==> config.mk <==
export PLATFORM = sky130hd
export DESIGN_NAME = tile_frame_writer
export DESIGN_NICKNAME = d
export VERILOG_FILES = /design/src/rtl/vga_tile_pkg.sv /design/src/rtl/cmd_fifo.sv /design/src/rtl/tile_frame_writer.sv
export SDC_FILE = /design/constraint.sdc
export NUM_CORES = 1
export LEC_CHECK = 0
export BUFFER_PORTS_ARGS = -buffer_cell sky130_fd_sc_hd__buf_2
export CORE_MARGIN = 1
export CORE_UTILIZATION = 65
export CTS_CLUSTER_DIAMETER = 40
export DETAILED_ROUTE_END_ITERATION = 10
export PLACE_DENSITY = 0.82
export SYNTH_ARGS = -nofsm -noshare
export SYNTH_HDL_FRONTEND = slang
export SYNTH_SLANG_ARGS = --single-unit
==> constraint.sdc <==
create_clock -name clk -period 6.8 [get_ports clk]
set_input_delay 0.68 -clock clk [delete_from_list [all_inputs] [get_ports clk]]
set_output_delay 0.68 -clock clk [all_outputs]
set_load 0.02 [all_outputs]
==> src/rtl/vga_tile_pkg.sv <==
// Shared types and geometry for the 32x24 tile frame buffer write path.
package vga_tile_pkg;
  localparam int COLS      = 32;
  localparam int ROWS      = 24;
  localparam int TILE_PX   = 20;
  localparam int NUM_TILES = COLS * ROWS;

  typedef logic [9:0] tile_addr_t;
  typedef logic [7:0] color_t;

  typedef struct packed {
    logic [4:0] x;
    logic [4:0] y;
    logic [5:0] w;
    logic [4:0] h;
    color_t     color;
  } rect_cmd_t;

  localparam int CMD_W = $bits(rect_cmd_t);

  typedef enum logic [2:0] {
    ST_IDLE,
    ST_CLEAR,
    ST_FETCH,
    ST_DRAW,
    ST_DONE
  } writer_state_t;
endpackage

==> src/rtl/cmd_fifo.sv <==
// Small first-word-fall-through command queue with registered full/empty.
module cmd_fifo #(
  parameter int WIDTH = 29,
  parameter int DEPTH = 4
) (
  input  logic             clk,
  input  logic             rst_n,
  input  logic             push,
  input  logic [WIDTH-1:0] wdata,
  input  logic             pop,
  output logic [WIDTH-1:0] rdata,
  output logic             full,
  output logic             empty
);
  localparam int AW = $clog2(DEPTH);

  logic [WIDTH-1:0] r_mem [DEPTH];
  logic [AW-1:0]    r_wr_ptr;
  logic [AW-1:0]    r_rd_ptr;
  logic [AW:0]      r_count;
  logic             w_push;
  logic             w_pop;

  assign full   = (r_count == (AW+1)'(DEPTH));
  assign empty  = (r_count == '0);
  assign w_push = push && !full;
  assign w_pop  = pop && !empty;
  assign rdata  = r_mem[r_rd_ptr];

  always_ff @(posedge clk) begin
    if (w_push) r_mem[r_wr_ptr] <= wdata;
  end

  // Pointers wrap naturally because DEPTH is a power of two.
  always_ff @(posedge clk or negedge rst_n) begin
    if (!rst_n) begin
      r_wr_ptr <= '0;
      r_rd_ptr <= '0;
      r_count  <= '0;
    end else begin
      if (w_push) r_wr_ptr <= r_wr_ptr + 1'b1;
      if (w_pop)  r_rd_ptr <= r_rd_ptr + 1'b1;
      case ({w_push, w_pop})
        2'b10:   r_count <= r_count + 1'b1;
        2'b01:   r_count <= r_count - 1'b1;
        default: r_count <= r_count;
      endcase
    end
  end
endmodule

==> src/rtl/tile_frame_writer.sv <==
// Clears the back tile buffer each frame, then paints queued rectangles in
// raster order onto the always-writing frame-buffer port.
module tile_frame_writer
  import vga_tile_pkg::*;
#(
  parameter int     FIFO_DEPTH = 4,
  parameter color_t BG_COLOR   = 8'h00
) (
  input  logic       clk,
  input  logic       rst_n,
  input  logic       frame_start,
  input  logic       cmd_valid,
  output logic       cmd_ready,
  input  logic [4:0] cmd_x,
  input  logic [4:0] cmd_y,
  input  logic [5:0] cmd_w,
  input  logic [4:0] cmd_h,
  input  logic [7:0] cmd_color,
  output logic [9:0] addrWrite,
  output logic [7:0] dataWrite,
  output logic       busy,
  output logic       frame_done,
  output logic       overrun
);
  writer_state_t r_state, w_state_next;
  tile_addr_t    r_addr, r_clr_addr, w_draw_addr;
  color_t        r_data, r_color;
  logic [5:0]    r_col, r_col_end, w_col_end;
  logic [4:0]    r_col_start, r_row, r_row_end, w_row_end;
  logic [6:0]    w_x_end;
  logic [5:0]    w_y_end;
  logic          r_frame_done, r_overrun, r_ready_en;
  logic          w_full, w_empty, w_pop, w_discard;
  logic          w_col_last, w_row_last;
  rect_cmd_t     w_in_cmd, w_head;

  assign w_in_cmd = '{x: cmd_x, y: cmd_y, w: cmd_w, h: cmd_h, color: cmd_color};

  cmd_fifo #(.WIDTH(CMD_W), .DEPTH(FIFO_DEPTH)) u_fifo (
    .clk   (clk),
    .rst_n (rst_n),
    .push  (cmd_valid && cmd_ready),
    .wdata (w_in_cmd),
    .pop   (w_pop),
    .rdata (w_head),
    .full  (w_full),
    .empty (w_empty)
  );

  assign cmd_ready  = r_ready_en && !w_full;
  assign busy       = (r_state == ST_CLEAR) || (r_state == ST_DRAW);
  assign addrWrite  = r_addr;
  assign dataWrite  = r_data;
  assign frame_done = r_frame_done;
  assign overrun    = r_overrun;

  // Clip the head command against the tile grid.
  assign w_x_end   = {2'b00, w_head.x} + {1'b0, w_head.w};
  assign w_y_end   = {1'b0, w_head.y} + {1'b0, w_head.h};
  assign w_col_end = (w_x_end > 7'(COLS)) ? 6'(COLS) : w_x_end[5:0];
  assign w_row_end = (w_y_end > 6'(ROWS)) ? 5'(ROWS) : w_y_end[4:0];
  assign w_discard = (w_head.w == '0) || (w_head.h == '0) ||
                     ({1'b0, w_head.x} >= 6'(COLS)) || (w_head.y >= 5'(ROWS));

  assign w_col_last  = (r_col + 6'd1 == r_col_end);
  assign w_row_last  = (r_row + 5'd1 == r_row_end);
  assign w_draw_addr = tile_addr_t'(r_row) * tile_addr_t'(COLS) + tile_addr_t'(r_col);

  always_comb begin
    w_state_next = r_state;
    w_pop        = 1'b0;
    if (frame_start) begin
      w_state_next = ST_CLEAR;
    end else begin
      case (r_state)
        ST_CLEAR: if (r_clr_addr == tile_addr_t'(NUM_TILES - 1)) w_state_next = ST_FETCH;
        ST_FETCH: begin
          if (w_empty) begin
            w_state_next = ST_DONE;
          end else begin
            w_pop = 1'b1;
            if (!w_discard) w_state_next = ST_DRAW;
          end
        end
        ST_DRAW:  if (w_col_last && w_row_last) w_state_next = ST_FETCH;
        default:  ;
      endcase
    end
  end

  always_ff @(posedge clk or negedge rst_n) begin
    if (!rst_n) r_state <= ST_IDLE;
    else        r_state <= w_state_next;
  end

  // A frame_start cycle issues no write, which drops any in-flight command.
  always_ff @(posedge clk or negedge rst_n) begin
    if (!rst_n) begin
      r_addr       <= '0;
      r_data       <= BG_COLOR;
      r_clr_addr   <= '0;
      r_col        <= '0;
      r_row        <= '0;
      r_col_start  <= '0;
      r_col_end    <= '0;
      r_row_end    <= '0;
      r_color      <= BG_COLOR;
      r_frame_done <= 1'b0;
      r_overrun    <= 1'b0;
      r_ready_en   <= 1'b0;
    end else begin
      r_ready_en   <= 1'b1;
      r_frame_done <= (w_state_next == ST_DONE) && (r_state != ST_DONE);
      r_overrun    <= frame_start && busy;
      if (frame_start) begin
        r_clr_addr <= '0;
      end else begin
        case (r_state)
          ST_CLEAR: begin
            r_addr     <= r_clr_addr;
            r_data     <= BG_COLOR;
            r_clr_addr <= r_clr_addr + 1'b1;
          end
          ST_FETCH: begin
            if (w_pop) begin
              r_col       <= {1'b0, w_head.x};
              r_col_start <= w_head.x;
              r_row       <= w_head.y;
              r_col_end   <= w_col_end;
              r_row_end   <= w_row_end;
              r_color     <= w_head.color;
            end
          end
          ST_DRAW: begin
            r_addr <= w_draw_addr;
            r_data <= r_color;
            if (w_col_last) begin
              r_col <= {1'b0, r_col_start};
              r_row <= r_row + 5'd1;
            end else begin
              r_col <= r_col + 6'd1;
            end
          end
          default: ;
        endcase
      end
    end
  end
endmodule
==> results of run 1 <==
[cells in the mapped netlist, types with 9 or more instances]
master    count
o21ai_0      16
inv_1        19
nand3_1      15
edfxtp_1    116
xor2_1       18
a21oi_1      23
and3_1        9
nor2_1       33
mux4_2       29
nand2_1      92
ha_1         20
a31oi_1      13
xnor2_1      22
clkbuf_1     15
dfrtp_1      76
[area by class of cell]
type / instances / area (um^2) / share of cell area, %
Inverter: 19 / 71.32 / 0.7652
Clock inverter: 14 / 143.9 / 1.544
Tap cell: 172 / 215.2 / 2.309
Clock buffer: 17 / 425.4 / 4.564
Multi-Input combinational cell: 370 / 2783 / 29.86
Sequential cell: 192 / 5386 / 57.79
Timing Repair Buffer: 57 / 295.3 / 3.168
[power groups by stage]
stage / logic [mW] / registers (mW) / clock network, mW
floorplan: 0.306 / 1.42 / 0
global placement: 0.377 / 1.45 / 0
detailed placement: 0.399 / 1.46 / 0
CTS: 0.405 / 1.44 / 0.974
global route: 0.444 / 1.45 / 1.02
finish: 0.402 / 1.44 / 0.959
[state kept, by name, summed over array words and instances (netlist names)]
signal,flops
u_fifo.r_mem,116
addrWrite,10
r_clr_addr,10
dataWrite,8
r_color,8
r_col,6
r_col_end,6
r_col_start,5
r_row,5
r_row_end,5
r_state,3
u_fifo.r_count,3
u_fifo.r_rd_ptr,2
u_fifo.r_wr_ptr,2
frame_done,1
overrun,1
r_ready_en,1
[cells in the final DEF, fill, tap and decap left out, types with 3 or more instances in the layout]
| cell type | n |
|---|---|
| edfxtp_1 | 116 |
| nand2_1 | 92 |
| dfrtp_1 | 75 |
| buf_2 | 53 |
| nor2_1 | 33 |
| mux4_2 | 29 |
| a21oi_1 | 23 |
| xnor2_1 | 22 |
| ha_1 | 20 |
| inv_1 | 19 |
| xor2_1 | 18 |
| clkbuf_16 | 17 |
| o21ai_0 | 16 |
| nand3_1 | 15 |
| a31oi_1 | 13 |
| or3_1 | 7 |
| mux2i_1 | 7 |
| nand4_1 | 7 |
| nor4_1 | 5 |
| and3_1 | 5 |
| nor3_1 | 5 |
| a21o_1 | 5 |
| inv_6 | 5 |
| nand2b_1 | 4 |
| and3_2 | 4 |
| a22o_1 | 4 |
| inv_8 | 4 |
| buf_4 | 4 |
| nor3_2 | 3 |
| nor2b_1 | 3 |
| fa_1 | 3 |
[kinds of logic after synthesis]
group                      count (synthesis)  synth area share (%)
xor gates and xnor gates                  41                 4.475
other                                      1               0.04485
adders and majority gates                 23                 3.711
DFF                                      192                 64.41
and+or+nand+nor                          187                 10.13
buffers and inverters                     46                 2.364
AOI/OAI and AO/OA                         82                 6.211
muxes                                     36                 8.650
[path summary, 6_finish.rpt]
| kind | from | endpoint |
|---|---|---|
| min | rst_n | r_col_end[1]$_DFFE_PN0P_ |
| min in group clk | cmd_w[2] | u_fifo.r_mem[2][15]$_DFFE_PP_ |
| max in group asynchronous | rst_n | u_fifo.r_rd_ptr[0]$_DFFE_PN0P_ |
| max | r_state[1]$_DFF_PN0_ | u_fifo.r_count[2]$_DFFE_PN0P_ |
| min reg2reg | dataWrite[4]$_DFFE_PN0P_ | dataWrite[4]$_DFFE_PN0P_ |
| max reg2reg | r_state[1]$_DFF_PN0_ | u_fifo.r_count[2]$_DFFE_PN0P_ |
[per-stage QoR]
stage	cells	setup slack, ns
2_1_floorplan	608	3.697
3_3_place_gp	810	3.289
3_5_place_dp	810	3.194
4_1_cts	841	3.170
5_1_grt	841	2.852
6_report	841	3.182
[metal layers]
layer  GRT usage [%]  share of wire [%]  vias up
li1                -                  -     2339
met1           34.13                 41     2594
met2           45.67                 52      159
met3           5.805                5.6       20
met4           9.091                1.3        0
met5               0                  0        -
==> metrics.cfg, run 1 <==
[status]
status = finished, final reports clean

[finish]
stdcell_area_um2 = 9320
drive_above_1_share_pct = 18.54
fillers = 768
syn2layout_area_growth_pct = 11.48
fin_nets = 713
post-route-util_pct = 74.16
diodes = 0

[synth]
yosysWarnings = 0
yosysTopAreaCellShare_pct = 41.66
synth_cell_types = 51
seq_area_frac_synth_pct = 64.41
syn_area_um2 = 8361
synth_edf_count = 116
synthesis.nets = 664
synthCells = 608
yosys.area.top_type = edfxtp_1
async_flop_share_pct = 39.58
synth_seq_cells = 192
synthTopCellsByArea = edfxtp_1 (42%), dfrtp_1 (23%), mux4_2 (7.8%)
synth.avg_cell_area_um2 = 13.75
synthFlopType = edfxtp_1

[grt]
antenna_found_initial = 0
grt_pass1_vias = 5187
grt_pass1_wl_um = 25920
grt_max_degree = 77
grt_overflow = 0
grtUsageTotal_pct = 26.69

[floorplanning]
dieArea_um2 = 13320
die_h_um = 115.4
rows = 41
coreArea_um2 = 12570
initial_utilization_pct = 66.52
die_x_um = 115.4
num_io_pins = 55

[critical_path]
max_stage_delay_ns = 0.63
critPathTopFamily = simple AND/OR/NAND/NOR gates
cp_max_fo = 28
crit_path_end_kind = flop
worstPathArrival_ns = 3.97
crit_cells = 11
crit_path_start_kind = flop
required_ns = 7.15
crit_slowest_cell = dfrtp_1
crit_chain = nand2b_1, nor3_2, nand2_1, buf_4, inv_1, ha_1, inv_1, fa_1, xor2_1, nor2_1, xor2_1
crit_type = reg2reg
ff2ff_setup_slack_ns = 3.18
critical_path_buf_inv_count = 3
r2r_cells = 11

[sta]
min_period_ns = 3.618
fin_crit_sh_pct = 53.21
hold_viol_final = 0
finalSetupTns_ns = 0
drv_slew = 0
fmax_mhz = 276.4
clock_skew_ns = 0.009027
setup_viol = 0
rsz0062_at_grt = false
relSlewSlack_pct = 18.28
whs_ns = 0.3886
worst_pin_slew_ns = 1.221

[placed_design]
portBuffers = 54
hpwl_um = 10490
placed_area_um2 = 8751
gp_congestion = 0.7836

[power]
comb_power_share_pct = 14.4
clkPwrFrac_pct = 34.3
ir_drop_uv = 227.1
p_leak_nw = 3.697
p_int_mw = 2.047
sw_frac_of_total_pct = 26.79
seq_power_share_pct = 51.3
fin_total_pwr_mw = 2.796
power_switching_mw = 0.7490
power_density_nw_per_um2 = 300.0

[clock_network]
ctsHoldBuffers = 0
clk_transition_reported_paths_ns = 0.07
cts_tree = yes
post_cts_resized = 0
post_cts_buffers = 0
insertion_delay_ns = 0.43
cts.htree.levels = 4
cts_buffers = 17
cts_sinks = 192
cts-root-buf = clkbuf_16
cts_buffer_depth = 2

[routing]
wl_per_cell_um = 19.07
vias = 5112
drc = 0
drt_pass1_iterations = 5
routed_wl_um = 16040
dr.first_iter.drc_count = 470
vias_per_cell = 6.078
ant_nets = 0

[job]
drv_cap = 0

[hold_path]
hold_path_class = in2async

(Power assumes the default switching activity.)
==> run 2: changes to the inputs <==
CORE_UTILIZATION = 60   (was 65)
PLACE_DENSITY = 0.76   (was 0.82)
clock period = 3.6 ns   (was 6.8 ns; I/O delays follow)
==> run 2 against run 1 <==
Against the previous run:
- non-clock buffer count increased by 11
- critical path type unchanged
- fmax grew 21%
- highest routed layer unchanged
- sequential power grew 86%
- count of clock-buffer cells in the layout stayed put
- die area is 8.2% higher
==> metrics.cfg, run 2 (synthesis results as in run 1) <==
[status]
status = finished, final reports clean

[critical_path]
cp_max_fo = 11  ; -61%
max_stage_delay_ns = 0.57  ; -0.06 ns
worstPathArrival_ns = 3.28  ; -0.69 ns
crit_cells = 11  ; unchanged
worst_r2r_startpoint = u_fifo.r_rd_ptr[0]$_DFFE_PN0P_
crit_type = reg2reg
r2r_cells = 11  ; unchanged
crit_path_start_kind = flop
cp_common_cell = inv_1
crit_slowest_cell = mux4_2
critical_path_buf_inv_count = 3  ; unchanged
crit_path_start = u_fifo.r_rd_ptr[0]$_DFFE_PN0P_
crit_chain = buf_4, mux4_2, ha_1, inv_1, fa_1, inv_1, a21o_1, a21oi_1, xor2_1, o311ai_0, o21ai_0
critPathTopFamily = compound AO/OA/AOI/OAI gates
required_ns = 3.89  ; -3.26 ns
crit_path_end_kind = flop

[floorplanning]
coreArea_um2 = 13400  ; +6.6%
num_io_pins = 55  ; unchanged
die_h_um = 120.0  ; +4.0%
rows = 42  ; +2.4%
die_x_um = 120.0  ; +4.0%
dieArea_um2 = 14410  ; +8.2%
initial_utilization_pct = 62.39  ; -4.1 points

[routing]
vias_per_cell = 5.831  ; -4.1%
routed_wl_um = 15640  ; -2.5%
drt_pass1_iterations = 5  ; unchanged
ant_nets = 0  ; unchanged
wl_per_cell_um = 18.25  ; -4.3%
vias = 4997  ; -2.2%
dr.first_iter.drc_count = 296  ; -37%
drc = 0  ; unchanged

[sta]
hold_viol_final = 0  ; unchanged
finalSetupTns_ns = 0  ; unchanged
rsz0062_at_grt = false
whs_ns = 0.08577  ; -0.3028 ns
relSlewSlack_pct = 36.87  ; +19 points
drv_slew = 0  ; unchanged
setup_viol = 0  ; unchanged
min_period_ns = 3.000  ; -0.6189 ns
fmax_mhz = 333.4  ; +21%
worst_pin_slew_ns = 0.9469  ; -0.2743 ns
clock_skew_ns = 0.01496  ; +0.005933 ns
fin_crit_sh_pct = 83.32  ; +30 points

[clock_network]
cts_buffers = 17  ; unchanged
clk_transition_reported_paths_ns = 0.07  ; about the same
post_cts_buffers = 0  ; unchanged
cts_tree = yes
cts.htree.levels = 4  ; unchanged
cts_buffer_depth = 2  ; unchanged
ctsHoldBuffers = 0  ; unchanged
cts_sinks = 192  ; unchanged
insertion_delay_ns = 0.43  ; about the same
cts-root-buf = clkbuf_16
post_cts_resized = 0  ; unchanged

[hold_path]
hold_path_class = in2async

[finish]
post-route-util_pct = 70.22  ; -3.9 points
fillers = 910  ; +18%
regMostFlops = u_fifo.r_mem
drive_above_1_share_pct = 19.68  ; +1.1 points
multiInputGateArea_um2 = 2778  ; -0.18%
largest_reg_flops = 116  ; unchanged
diodes = 0  ; unchanged
stdcell_area_um2 = 9410  ; +0.97%
layout_commonest_cell = edfxtp_1
fin_nets = 724  ; +1.5%
layout_common_cells = edfxtp_1 (116), nand2_1 (92), dfrtp_1 (75), buf_2 (53), nor2_1 (33)
syn2layout_area_growth_pct = 12.56
regArea_um2 = 5386  ; unchanged

[power]
power_density_nw_per_um2 = 562.4  ; +87%
p_leak_nw = 3.753  ; +1.5%
ir_drop_uv = 383.4  ; +69%
fin_total_pwr_mw = 5.293  ; +89%

[grt]
met2_usage_pct = 38.15  ; -7.5 points
busiest_layer = met2
grt_max_degree = 77  ; unchanged
grt_pass1_vias = 5158  ; -0.56%
grt_overflow = 0  ; unchanged
use_met3_pct = 4.087  ; -1.7 points
antenna_found_initial = 0  ; unchanged
grt_pass1_wl_um = 26270  ; +1.4%
grtUsageTotal_pct = 24.15  ; -2.5 points
met1_usage_pct = 33.81  ; -0.32 points

[placed_design]
portBuffers = 54  ; unchanged
hpwl_um = 10280  ; -2.0%
gp_congestion = 0.8393  ; +7.1%
placed_area_um2 = 8833  ; +0.94%

[job]
drv_cap = 0  ; unchanged

run 2: changes by cell type in the layout (fill, tap and decap cells not counted), sizes merged:
cell      before  now
buf           57   68
clkinv         4    3
clkinvlp       0    3
inv           28   27
run 2: stage by stage:
stage / cells / setup slack [ns]
after floorplan: 608 / 0.4966
after global routing: 857 / 0.2023
after global placement: 825 / 0.7397
after detailed placement: 825 / 0.5966
after CTS: 857 / 0.5808
final: 857 / 0.6005
run 2: worst paths after layout:
check,to,slack (ns)
setup / recovery,r_row_end[1]$_DFFE_PN0P_,0.60
hold / removal,r_row_end[0]$_DFFE_PN0P_,0.09
setup reg to reg,r_row_end[1]$_DFFE_PN0P_,0.60
hold reg to reg,dataWrite[7]$_DFFE_PN0P_,0.47
max in group asynchronous,u_fifo.r_rd_ptr[0]$_DFFE_PN0P_,2.87
min in group clk,u_fifo.r_mem[1][12]$_DFFE_PP_,0.14
run 2: power by group:
part / switching, mW / internal, mW / leakage [nW]
combinational: 0.453 / 0.337 / 1.43
sequential: 0.115 / 2.56 / 2.05
clock: 0.847 / 0.979 / 0.278
run 2: final cells by class:
cell class	count	area share, %
sequential	192	57.24
multi-input combinational	370	29.52
clock buffer	17	4.521
timing repair buffer	68	4.015
tap	176	2.340
clock inverter	15	1.609
inverter	19	0.7579
run 2: routing by layer:
layer / wire length (um) / vias to the layer above
li1: - / 2350
met1: 7109 / 2501
met2: 7613 / 128
met3: 675 / 18
met4: 240 / 0
met5: 0 / -
